File: config.mk
export PLATFORM = sky130hd
export DESIGN_NAME = vedic_product_accumulator_flat
export DESIGN_NICKNAME = d
export VERILOG_FILES = /design/src/rtl/vedic_product_accumulator_if.sv /design/src/rtl/vedic_product_accumulator.sv /design/src/flat_wrapper.sv
export SDC_FILE = /design/constraint.sdc
export NUM_CORES = 1
export LEC_CHECK = 0
export ABC_AREA = 0
export BUFFER_PORTS_ARGS = -buffer_cell sky130_fd_sc_hd__buf_2
export CAP_MARGIN = 30
export CORE_UTILIZATION = 23
export CTS_BUF_LIST = sky130_fd_sc_hd__clkbuf_16
export DETAILED_ROUTE_END_ITERATION = 10
export PLACE_DENSITY_LB_ADDON = 0.15
export SYNTH_ARGS = -nofsm -noshare
export SYNTH_HDL_FRONTEND = slang
export SYNTH_SLANG_ARGS = --single-unit
File: constraint.sdc
create_clock -name clk -period 7.1 [get_ports clk]
set_input_delay 1.065 -clock clk [delete_from_list [all_inputs] [get_ports clk]]
set_output_delay 1.065 -clock clk [all_outputs]
set_load 0.005 [all_outputs]
File: src/rtl/vedic_product_accumulator_if.sv
// vedic_product_accumulator_if: product-in / byte-out handshake bundle for the accumulator tile
interface vedic_product_accumulator_if #(
  parameter int DATA_W = 8,
  parameter int CNT_W  = 4
);
  logic              ena;
  logic              clear;
  logic [CNT_W-1:0]  burst_len;
  logic [DATA_W-1:0] prod_in;
  logic              prod_valid;
  logic              prod_ready;
  logic [7:0]        out_byte;
  logic              out_valid;
  logic              out_ready;
  logic              out_last;
  logic              sat;
  logic              busy;
  modport master (
    output ena, clear, burst_len, prod_in, prod_valid, out_ready,
    input  prod_ready, out_byte, out_valid, out_last, sat, busy
  );
  modport slave (
    input  ena, clear, burst_len, prod_in, prod_valid, out_ready,
    output prod_ready, out_byte, out_valid, out_last, sat, busy
  );
endinterface

File: src/rtl/vedic_product_accumulator.sv
// vedic_product_accumulator: sums a burst of multiplier products with saturation, emits the result as two bytes
module vedic_product_accumulator #(
  parameter int DATA_W = 8,
  parameter int ACC_W  = 16,
  parameter int CNT_W  = 4
) (
  input logic clk,
  input logic rst_n,
  vedic_product_accumulator_if.slave bus
);
  typedef enum logic [1:0] {ACCUM, EMIT_LO, EMIT_HI} state_t;
  state_t            state_q, state_d;
  logic [ACC_W-1:0]  acc_q, acc_d, acc_nxt, base;
  logic [ACC_W:0]    sum_full;
  logic [CNT_W:0]    cnt_q, cnt_d, len_q, len_d, len_eff, cnt_inc;
  logic [7:0]        out_byte_q, out_byte_d;
  logic [15:0]       acc16, nxt16;
  logic              sat_q, sat_d, out_valid_q, out_valid_d, out_last_q, out_last_d;
  logic              first, accept;
  assign bus.prod_ready = rst_n & bus.ena & (state_q == ACCUM) & ~bus.clear;
  assign accept   = bus.prod_valid & bus.prod_ready;
  assign first    = cnt_q == '0;
  assign base     = first ? '0 : acc_q;
  assign sum_full = {1'b0, base} + (ACC_W+1)'(bus.prod_in);
  assign acc_nxt  = sum_full[ACC_W] ? '1 : sum_full[ACC_W-1:0];
  // a zero burst_len selects the full 2^CNT_W burst via the extra MSB
  assign len_eff  = first ? {bus.burst_len == '0, bus.burst_len} : len_q;
  assign cnt_inc  = cnt_q + (CNT_W+1)'(1);
  assign acc16    = 16'(acc_q);
  assign nxt16    = 16'(acc_nxt);
  assign bus.out_byte  = out_byte_q;
  assign bus.out_valid = out_valid_q;
  assign bus.out_last  = out_last_q;
  assign bus.sat       = sat_q;
  assign bus.busy      = (cnt_q != '0) | (state_q != ACCUM);
  always_comb begin
    state_d     = state_q;
    acc_d       = acc_q;
    cnt_d       = cnt_q;
    len_d       = len_q;
    sat_d       = sat_q;
    out_byte_d  = out_byte_q;
    out_valid_d = out_valid_q;
    out_last_d  = out_last_q;
    if (bus.clear) begin
      state_d     = ACCUM;
      acc_d       = '0;
      cnt_d       = '0;
      sat_d       = 1'b0;
      out_valid_d = 1'b0;
      out_last_d  = 1'b0;
    end else if (bus.ena) begin
      case (state_q)
        ACCUM: if (accept) begin
          acc_d = acc_nxt;
          len_d = len_eff;
          sat_d = first ? 1'b0 : (sat_q | sum_full[ACC_W]);
          cnt_d = cnt_inc;
          if (cnt_inc == len_eff) begin
            cnt_d       = '0;
            state_d     = EMIT_LO;
            out_byte_d  = nxt16[7:0];
            out_valid_d = 1'b1;
            out_last_d  = 1'b0;
          end
        end
        EMIT_LO: if (bus.out_ready) begin
          out_byte_d = acc16[15:8];
          out_last_d = 1'b1;
          state_d    = EMIT_HI;
        end
        EMIT_HI: if (bus.out_ready) begin
          out_valid_d = 1'b0;
          out_last_d  = 1'b0;
          state_d     = ACCUM;
        end
        default: state_d = ACCUM;
      endcase
    end
  end
  always_ff @(posedge clk or negedge rst_n) begin
    if (!rst_n) begin
      state_q     <= ACCUM;
      acc_q       <= '0;
      cnt_q       <= '0;
      len_q       <= '0;
      sat_q       <= 1'b0;
      out_byte_q  <= '0;
      out_valid_q <= 1'b0;
      out_last_q  <= 1'b0;
    end else begin
      state_q     <= state_d;
      acc_q       <= acc_d;
      cnt_q       <= cnt_d;
      len_q       <= len_d;
      sat_q       <= sat_d;
      out_byte_q  <= out_byte_d;
      out_valid_q <= out_valid_d;
      out_last_q  <= out_last_d;
    end
  end
endmodule

File: src/flat_wrapper.sv
// flat-port wrapper written by rule: the top's interface ports become plain ports
module vedic_product_accumulator_flat 
#(
  parameter int DATA_W = 8,
  parameter int ACC_W  = 16,
  parameter int CNT_W  = 4
)
  (clk, rst_n, bus_ena, bus_clear, bus_burst_len, bus_prod_in, bus_prod_valid, bus_out_ready, bus_prod_ready, bus_out_byte, bus_out_valid, bus_out_last, bus_sat, bus_busy);
  vedic_product_accumulator_if #(.DATA_W(DATA_W), .CNT_W(CNT_W)) bus_i ();
  input logic clk;
  input logic rst_n;
  input wire logic [$bits(bus_i.ena)-1:0] bus_ena;
  input wire logic [$bits(bus_i.clear)-1:0] bus_clear;
  input wire logic [$bits(bus_i.burst_len)-1:0] bus_burst_len;
  input wire logic [$bits(bus_i.prod_in)-1:0] bus_prod_in;
  input wire logic [$bits(bus_i.prod_valid)-1:0] bus_prod_valid;
  input wire logic [$bits(bus_i.out_ready)-1:0] bus_out_ready;
  output wire logic [$bits(bus_i.prod_ready)-1:0] bus_prod_ready;
  output wire logic [$bits(bus_i.out_byte)-1:0] bus_out_byte;
  output wire logic [$bits(bus_i.out_valid)-1:0] bus_out_valid;
  output wire logic [$bits(bus_i.out_last)-1:0] bus_out_last;
  output wire logic [$bits(bus_i.sat)-1:0] bus_sat;
  output wire logic [$bits(bus_i.busy)-1:0] bus_busy;
  assign bus_i.ena = bus_ena;
  assign bus_i.clear = bus_clear;
  assign bus_i.burst_len = bus_burst_len;
  assign bus_i.prod_in = bus_prod_in;
  assign bus_i.prod_valid = bus_prod_valid;
  assign bus_i.out_ready = bus_out_ready;
  assign bus_prod_ready = bus_i.prod_ready;
  assign bus_out_byte = bus_i.out_byte;
  assign bus_out_valid = bus_i.out_valid;
  assign bus_out_last = bus_i.out_last;
  assign bus_sat = bus_i.sat;
  assign bus_busy = bus_i.busy;
  vedic_product_accumulator #(.DATA_W(DATA_W), .ACC_W(ACC_W), .CNT_W(CNT_W)) u_core (.clk(clk), .rst_n(rst_n), .bus(bus_i));
endmodule
==> flow_metrics.py <==
metrics = {
    "floorplan": {
        "io_pins": 31,
        "initial_core_util_pct": 23.63,
        "core_sq_um": 10840,
        "fp.dieH_microns": 107.5,
        "num_rows": 38,
        "dieWidth_microns": 107.5,
        "die_area_sq_um": 11560,
    },
    "layout": {
        "nNetsFinal": 326,
        "drive_gt1_share_pct": 19.80,
        "diodes": 0,
        "areaGrowthSynthToFinish_pct": 17.20,
        "fillers": 1186,
    },
    "clock_network": {
        "numClockSinks": 39,
        "postCtsSetupBuffers": 0,
        "clk_path_buf_depth": 2,
        "hold_buffers": 0,
        "cts_tree": "done",
        "cts_resized": 0,
        "cts_root_buf": "clkbuf_16",
        "clkTransAtPathRegs_ns": 0.06,
        "clk_latency_ns": 0.29,
        "cts_buffers": 5,
        "htree_levels": 2,
    },
    "sta": {
        "slew_viol_final": 0,
        "fin_worst_skew_ns": 0.009214,
        "tightest_slew_ns": 0.8032,
        "setup_tns_ns": 0,
        "layout_min_cycle_time_ns": 3.892,
        "fmax_mhz": 257.0,
        "max_slew_margin_pct": 46.26,
        "setup_slack_ns": 3.208,
        "final-setup-viol-count": 0,
        "finalHoldViolCount": 0,
        "rsz0062_at_grt": "false",
        "timing.final.crit_share_pct": 54.81,
    },
    "grt": {
        "grt_usage_pct": 11.85,
        "grt_max_degree": 29,
        "grt_pass1_vias": 2120,
        "antenna_found_initial": 0,
        "grt_overflow": 0,
        "grt_pass1_wl_microns": 10730,
    },
    "logic_synthesis": {
        "synth-edff-count": 0,
        "yosysWarnings": 0,
        "syn-cell-area_sq_um": 2561,
        "syn_inst": 270,
        "synth_top_area_share_pct": 38.10,
        "ys.flop_type": "dfrtp_1",
        "synth.top_cells.by_area": "dfrtp_1, ha_1, nand2_1",
        "synth.top_cells.by_count": "dfrtp_1, nand2_1, o21ai_0",
        "ys_seq_elements": 39,
        "syn_nets": 299,
        "yosysUniqueCellTypes": 53,
        "synth.largest_area_cell": "dfrtp_1",
        "avgSynthCellArea_sq_um": 9.486,
        "synth-seq-area-share_pct": 38.10,
        "yosysMostFrequentCell": "dfrtp_1",
        "async_reset_ff_share_pct": 100.0,
    },
    "power_and_ir_drop": {
        "p_sw_share_pct": 24.75,
        "power_density_nw_per_um2": 198.2,
        "clkPwrFrac_pct": 43.6,
        "power.leakage_nw": 1.482,
        "ir_drop_mv": 0.07711,
        "cell_internal_pwr_mw": 0.4476,
        "p_seq_share_pct": 42.4,
        "switchingPower_mw": 0.1472,
        "pwr-share-comb_pct": 14.0,
    },
    "drt": {
        "first_pass_iters": 4,
        "via_count": 2047,
        "finalWirelength_microns": 6404,
        "wl_per_cell_microns": 14.62,
        "dr.first_iter.drc_count": 84,
        "detail-route-antenna-nets": 0,
        "drc": 0,
        "drt-vias-per-instance": 4.674,
    },
    "setup_path": {
        "cp_max_fo": 17,
        "cp-start-kind": "flip-flop",
        "reg2reg_from": "u_core.cnt_q[0]$_DFFE_PN0P_",
        "rr_endpoint": "u_core.bus.out_byte[3]$_DFFE_PN0P_",
        "reg2reg_slack_ns": 3.21,
        "critPathKind": "flip-flop to flip-flop",
        "cp-startpoint": "u_core.cnt_q[0]$_DFFE_PN0P_",
        "arrival_ns": 4.07,
        "timing.critical_path.to": "u_core.bus.out_byte[3]$_DFFE_PN0P_",
        "cp.required_ns": 7.27,
        "reg2reg_depth": 12,
        "crit_path_end_kind": "flip-flop",
    },
    "placed_design": {
        "detailed_place_hpwl_microns": 4885,
        "io_buffers": 30,
        "gp_congestion": 0.7325,
        "post-place-ws_ns": 3.192,
    },
    "min_path": {
        "hp-class": "flip-flop to flip-flop",
    },
    "outcome": {
        "status": "complete, no violations",
    },
    "flow_run": {
        "drv_cap": 0,
    },
}
[final cells by class]
type	instances	area, sq um	share of cell area, %
Multi-Input combinational cell	208	1466	48.85
Tap cell	140	175.2	5.836
Sequential cell	39	975.9	32.51
Clock buffer	5	125.1	4.168
Timing Repair Buffer	31	170.2	5.669
Inverter	12	45.04	1.501
Clock inverter	3	43.79	1.459
[power by group through the flow]
stage               clock [mW]  sequential, mW  combinational [mW]
finish                   0.259           0.252              0.0833
global route             0.275           0.255              0.0945
CTS                      0.270           0.253              0.0856
detailed placement           0           0.257              0.0851
global placement             0           0.257              0.0839
floorplan                    0           0.255              0.0510
[worst min path at each step]
stage	startpoint	endpoint	slack, ns	cells after the start
floorplan	u_core.acc16[6]$_DFFE_PN0P_	u_core.acc16[6]$_DFFE_PN0P_	0.44	2
global route	u_core.acc16[6]$_DFFE_PN0P_	u_core.acc16[6]$_DFFE_PN0P_	0.51	2
detailed placement	u_core.acc16[6]$_DFFE_PN0P_	u_core.acc16[6]$_DFFE_PN0P_	0.47	2
finish	u_core.acc16[6]$_DFFE_PN0P_	u_core.acc16[6]$_DFFE_PN0P_	0.47	2
CTS	u_core.acc16[6]$_DFFE_PN0P_	u_core.acc16[6]$_DFFE_PN0P_	0.49	2
global placement	u_core.acc16[6]$_DFFE_PN0P_	u_core.acc16[6]$_DFFE_PN0P_	0.47	2
[sequential cells by signal (all words and copies together) (netlist names)]
signal and flops:
u_core.acc16 16, u_core.len_q 5, u_core.bus.out_byte 8, u_core.bus.sat 1, u_core.bus.out_valid 1, u_core.cnt_q 5, u_core.bus.out_last 1, u_core.state_q 2
[per-layer routing]
layer	global-route usage, %	wire length [microns]	vias up
met5	0	0	-
met4	2.348	49	0
met3	2.240	217	5
met2	19.14	2879	31
met1	16.40	3257	981
li1	-	-	1030
[logic make-up after synthesis]
kind of cell | count (synthesis) | share of synthesized area [%]
AO/OA/AOI/OAI | 68 | 17.25
XOR/XNOR | 16 | 5.472
adder cells (fa/ha/maj) | 11 | 5.667
buffers and inverters | 23 | 4.640
flip-flops | 39 | 38.10
multiplexers | 18 | 7.865
AND/OR/NAND/NOR | 95 | 21.01
[placed cells by master (no fill, tap or decap), types with 7 or more instances in the layout]
master     n
dfrtp_1   39
buf_2     30
nand2_1   27
o21ai_0   18
a21oi_1   13
inv_1     12
nor2_1    10
mux2i_1   10
ha_1      10
xnor2_1    9
and2_1     8
xor2_1     7
nand3b_1   7
[metrics by stage]
step	std cells	hold WS [ns]	power, mW	utilization (%)	area (sq um)
floorplan	270	0.4376	0.3055	-	2561
global placement	429	0.4680	0.3411	25.95	2813
detailed placement	430	0.4716	0.3419	26.13	2833
CTS	438	0.4860	0.6077	27.69	3002
global route	438	0.5135	0.6248	27.69	3002
finish	438	0.4720	0.5949	27.69	3002
[critical path, cell delays in order, from the launching register on]
cell	delay (ns)
dfrtp_1	0.45
inv_1	0.09
ha_1	0.16
or4b_4	0.60
and2_1	0.21
ha_1	0.20
fa_1	0.43
a211oi_1	0.35
nor3_1	0.14
o211ai_2	0.31
nor2_1	0.25
o31a_1	0.32
mux2_4	0.26
Power figures use the tool's default switching activity.
